==> config.mk <==
export PLATFORM = sky130hd
export DESIGN_NAME = bcd_updown_cntr
export DESIGN_NICKNAME = d
export VERILOG_FILES = /design/src/rtl/bcd_updown_cntr.sv
export SDC_FILE = /design/constraint.sdc
export NUM_CORES = 1
export LEC_CHECK = 0
export CORE_MARGIN = 8
export CORE_UTILIZATION = 53
export DETAILED_ROUTE_END_ITERATION = 6
export GPL_TIMING_DRIVEN = 0
export PLACE_DENSITY = 0.83
export SYNTH_ARGS = -nofsm -noshare
export SYNTH_HDL_FRONTEND = slang
export SYNTH_SLANG_ARGS = --single-unit
==> constraint.sdc <==
create_clock -name clk_i -period 4.6 [get_ports clk_i]
set_input_delay 0.92 -clock clk_i [delete_from_list [all_inputs] [get_ports clk_i]]
set_output_delay 0.92 -clock clk_i [all_outputs]
set_load 0.02 [all_outputs]
==> src/rtl/bcd_updown_cntr.sv <==
// Multi-digit modulo up/down counter: parallel load, synchronous clear, optional
// saturation at the ends of the full range, and a registered wrap pulse.
module bcd_updown_cntr #(
    parameter int unsigned DIGITS     = 4,
    parameter int unsigned DIGIT_BITS = 4,
    parameter int unsigned DIGIT_MAX  = 9,
    parameter bit          SATURATE   = 1'b0
) (
    input  logic                         clk_i,
    input  logic                         rst_i,
    input  logic                         clear_i,
    input  logic                         load_i,
    input  logic [DIGITS*DIGIT_BITS-1:0] load_val_i,
    input  logic                         enable_i,
    input  logic                         up_i,
    output logic [DIGITS*DIGIT_BITS-1:0] count_o,
    output logic                         term_cnt_o,
    output logic                         wrap_o
);

    localparam int unsigned           CW   = DIGITS * DIGIT_BITS;
    localparam logic [DIGIT_BITS-1:0] DMAX = DIGIT_BITS'(DIGIT_MAX);

    logic [CW-1:0]         count_q;
    logic [CW-1:0]         count_d;
    logic                  wrap_q;
    logic                  wrap_d;
    logic                  all_max_c;
    logic                  all_zero_c;
    logic                  ripple_c;
    logic [DIGIT_BITS-1:0] digit_c;

    // Full-range end detection; term_cnt_o follows up_i with no register
    always_comb begin
        all_max_c  = 1'b1;
        all_zero_c = 1'b1;
        for (int k = 0; k < int'(DIGITS); k++) begin
            if (count_q[k*DIGIT_BITS +: DIGIT_BITS] != DMAX) all_max_c = 1'b0;
            if (count_q[k*DIGIT_BITS +: DIGIT_BITS] != '0)   all_zero_c = 1'b0;
        end
    end

    assign term_cnt_o = up_i ? all_max_c : all_zero_c;

    // Next count: clear > load > enabled count > hold
    always_comb begin
        count_d  = count_q;
        wrap_d   = 1'b0;
        ripple_c = 1'b1;
        digit_c  = '0;
        if (clear_i) begin
            count_d = '0;
        end else if (load_i) begin
            for (int k = 0; k < int'(DIGITS); k++) begin
                digit_c = load_val_i[k*DIGIT_BITS +: DIGIT_BITS];
                count_d[k*DIGIT_BITS +: DIGIT_BITS] = (digit_c > DMAX) ? DMAX : digit_c;
            end
        end else if (enable_i && !(term_cnt_o && SATURATE)) begin
            wrap_d = term_cnt_o;
            // Carry/borrow ripples upward while lower digits sit at their end value
            for (int k = 0; k < int'(DIGITS); k++) begin
                if (ripple_c) begin
                    digit_c = count_q[k*DIGIT_BITS +: DIGIT_BITS];
                    if (up_i) begin
                        count_d[k*DIGIT_BITS +: DIGIT_BITS] =
                            (digit_c == DMAX) ? '0 : digit_c + DIGIT_BITS'(1);
                        ripple_c = (digit_c == DMAX);
                    end else begin
                        count_d[k*DIGIT_BITS +: DIGIT_BITS] =
                            (digit_c == '0) ? DMAX : digit_c - DIGIT_BITS'(1);
                        ripple_c = (digit_c == '0);
                    end
                end
            end
        end
    end

    always_ff @(posedge clk_i) begin
        if (rst_i) begin
            count_q <= '0;
            wrap_q  <= 1'b0;
        end else begin
            count_q <= count_d;
            wrap_q  <= wrap_d;
        end
    end

    assign count_o = count_q;
    assign wrap_o  = wrap_q;

endmodule

======== Word level (Yosys, flattened, before mapping) ========
Index checks and enable logic that the tools add are counted.
word-level totals
  bits in registers ....................... 17
  bits of input ports ..................... 22
  output and inout port bits .............. 18
cells by class
  add/sub/neg operators ................... 8
  order comparisons ....................... 4
  eq/ne operators ......................... 8
  mux-type cells .......................... 44
  bitwise operators ....................... 1
  reductions and logical operators ........ 17
operators with widths
  kind                                                                 number
  4-bit 2-to-1 mux                                                     19
  16-bit 2-to-1 mux                                                    2
  1-bit 2-to-1 mux                                                     23
  4-bit by 1-bit adder with 4-bit output (second input constant)       4
  4-bit equality test (second input constant)                          4
  4-bit greater-than comparator (second input constant)                4
  4-bit zero test                                                      4
  4-bit != test (second input constant)                                4
  4-bit nonzero test                                                   4
  4-bit by 1-bit subtractor with 4-bit output (second input constant)  4
  2-bit nonzero test                                                   4
  2-bit AND reduction                                                  3
  4-bit OR reduction                                                   1
  2-bit OR reduction                                                   1
  1-bit NOT                                                            1

======== Depth between registers and ports, before layout ========
  depth after elaboration ................. 16
  depth in mapped cells ................... 7

======== Worst setup path after synthesis ========
No wires, ideal clock.
  path type ............................... input port to output port
  start point ............................. input up_i
  end point ............................... output term_cnt_o
  arrival ................................. 1.547 ns
  data required time ...................... 3.680 ns
  slack ................................... 2.133 ns
  stages on the path ...................... 4
  buffers on the path ..................... 0
  cell sequence ........................... and3_4 -> nand2_1 -> o21ai_1 -> and3_1
on the way
  cells in the longest elaborated chain, start to end .. 1
ends and longest elaborated chain
  what              RTL line  source
  from (decl)       15        input logic up_i,
  1-bit 2-to-1 mux  43        assign term_cnt_o = up_i ? all_max_c : all_zero_c;
  to (decl)         17        output logic term_cnt_o,
Every way passes these cells.

======== Worst setup path after layout ========
Same ends and word-level chain as after synthesis.

==> results.txt <==
Top FF cell, synth -> dfxtp_1
Least-Margin Pin Slew -> 0.5518 ns
post-CTS setup buffers -> 0
Setup TNS -> 0 ns
worst-path maximum fanout -> 8
power density cells -> 194.0 nW/um2
Post-Syn Nets -> 233
fraction of layout cells with a size suffix above 1 -> 0.1067
main combinational cell family by area after synthesis -> compound AO/OA/AOI/OAI gates
All-Layer GR Usage -> 0.1703
io pins -> 40
period utilization -> 0.8175
startpoint types -> input pin
status -> finished clean
post-synth top area share -> 0.2192
Detail Route Antenna Nets -> 0
clk sinks -> 17
Seq cells post-synth -> 17
critical path class -> in -> out
# DRC -> 0
Final Cell Area -> 1999 um2
endpoints failing setup -> 0
Row Count -> 19
Ys Warns -> 0
non-filler instance count after layout -> 284
XOR/XNOR share of the synthesized area -> 0.05077
largest net degree at the start of global routing -> 11
max_cap viols -> 0
routability-driven placement congestion ratio -> 0.9035
PostCTS Resize Cnt -> 0
core area -> 2781 um2
detailed-route wire length per cell -> 15.12 um
cts bufs inserted -> 3
Async SR Flop Fraction -> 0
Initial Utilization -> 0.5583
vias per cell -> 6.109
number of vias in the routed layout -> 1735
Synth Area in Simple Gates -> 0.2772
Slew Limit Headroom -> 0.6308
Slew Limit Fails -> 0
sequential-to-total area share from yosys stat -> 0.2192
DIE AREA -> 4918 um2
synth cell count leaders -> 20 x o21ai_0, 17 x dfxtp_1, 15 x nand2_1, 14 x a21oi_1, 13 x nor2_1
Compound-Gate Fraction of Synth Area -> 0.3513
first-pass GRT wire length -> 7.169 mm
Max Clock Freq -> 0.2659 GHz
area grow syn2layout -> 28.77%
top cells by area, synth -> dfxtp_1 22%, o21ai_0 6.4%, a21oi_1 4.5%, xnor2_1 3.9%, nand2_1 3.6%
dominant cell type by area after synthesis -> dfxtp_1
CTS tree -> yes
Post-synth EDFFs -> 0
final hold viol count -> 0
DRT iter0 DRCs -> 115
RSZ-0062 raised after global routing -> no
adder-cell share of the synthesized area -> 0
mux contribution to synthesized area -> 0.01289
Worst Hold Class -> reg -> reg
Tot Pwr -> 0.3878 mW
Final nets -> 276
Arrival @ worst endpoint -> 2.84 ns
Min Clock Period, post-route -> 3.760 ns
Post-Synthesis Cells -> 211
port bufs -> 38
LEAKAGE -> 0.7298 nW
clk_lat worst skew -> 0.32 ns
syn avg cell area -> 7.359 um2
Post-Place Cell Area -> 1972 um2
Crit path required time -> 3.68 ns
critical path endpoint category -> output pin
most frequent cell after synthesis -> o21ai_0
Die Wd -> 70.13 um
post-synth cell types -> 60
WL final -> 4.293 mm
clock skew -> 0.008772 ns
initial antenna violation count -> 0
worst vdd ir -> 0.1617 mV
cts hold-fix bufs -> 0
n_diodes -> 0
# H-tree levels -> 1
mapped cell area -> 1553 um2
clock transition at the registers of the reported paths -> 0.12 ns
clk buf depth -> 2
Pre-antenna DRT Iters -> 4
Remaining Overflow, GRT -> 0
Die Span Y -> 70.13 um
detailed placer's ending HPWL -> 3.154 mm
dpl cells -> 280
vias in the first global route -> 1575
CTS root buf -> clkbuf_4
-- sequential cells by signal (all words and copies together), names as in the netlist --
register and flops:
count_o 16, wrap_o 1
-- stage by stage --
| step | setup WS (ns) | hold WS (ns) | util |
|---|---|---|---|
| after global routing | 0.7799 | 0.6999 | 0.7188 |
| after CTS | 0.8473 | 0.6367 | 0.7188 |
| after floorplan | 2.133 | 0.6463 | - |
| after detailed placement | 0.8450 | 0.6189 | 0.7090 |
| after global placement | 0.8459 | 0.6133 | 0.7090 |
| final | 0.8396 | 0.6415 | 0.7188 |
-- routing by layer --
layer | vias up | global-route usage | routed length [um]
met1 | 803 | 0.2185 | 2000
met3 | 5 | 0.03814 | 278
met5 | - | 0 | 0
met2 | 61 | 0.2741 | 1962
met4 | 0 | 0.05357 | 51
li1 | 866 | - | -
-- power breakdown --
| part | leakage [nW] | switching, mW | internal [mW] |
|---|---|---|---|
| Combinational | 0.573 | 0.0707 | 0.0681 |
| Sequential | 0.139 | 0.00680 | 0.153 |
| Clock | 0.0177 | 0.0564 | 0.0326 |
-- layout by cell type (no fill, tap or decap), types with 4 or more instances in the layout --
master and count:
nor2_1 13, dfxtp_1 17, a21oi_1 14, o22ai_1 5, nand3b_1 4, clkdlybuf4s50_1 38, buf_2 5, clkbuf_1 7
o21a_1 5, a31oi_1 7, inv_1 9, o21ai_0 20, nand2_1 15, nand3_1 5, nor2b_1 8, xnor2_1 7
a2bb2oi_1 5
-- worst paths after layout --
kind	start	to	slack [ns]	cells after the start
max	up_i	term_cnt_o	0.84	6
min	count_o[5]$_SDFFE_PP0P_	count_o[6]$_SDFFE_PP0P_	0.64	2
max reg2reg	count_o[9]$_SDFFE_PP0P_	count_o[15]$_SDFFE_PP0P_	2.82	6
min reg2reg	count_o[5]$_SDFFE_PP0P_	count_o[6]$_SDFFE_PP0P_	0.64	2
-- cell families after synthesis --
kind of cell,Yosys count
AO/OA/AOI/OAI,81
AND/OR/NAND/NOR,74
XOR/XNOR,9
buffers and inverters,28
flip-flops,17
multiplexers,2
-- worst max-delay path: stages --
cell and delay, ns:
clkdlybuf4s50_1 0.67, and3_4 0.26, nand2_1 0.08, o21ai_1 0.13, and3_1 0.18, clkdlybuf4s50_1 0.61
-- area by class of cell --
cell class | instances | area (um2)
fill | 244 | 782.0
inverter | 9 | 33.78
multi-input combinational | 166 | 1075
clock inverter | 1 | 5.005
tap | 31 | 38.79
timing repair buffer | 38 | 380.4
sequential | 17 | 340.3
buffer | 19 | 103.9
clock buffer | 3 | 22.52
No activity file was read; power rests on OpenSTA's default activity.
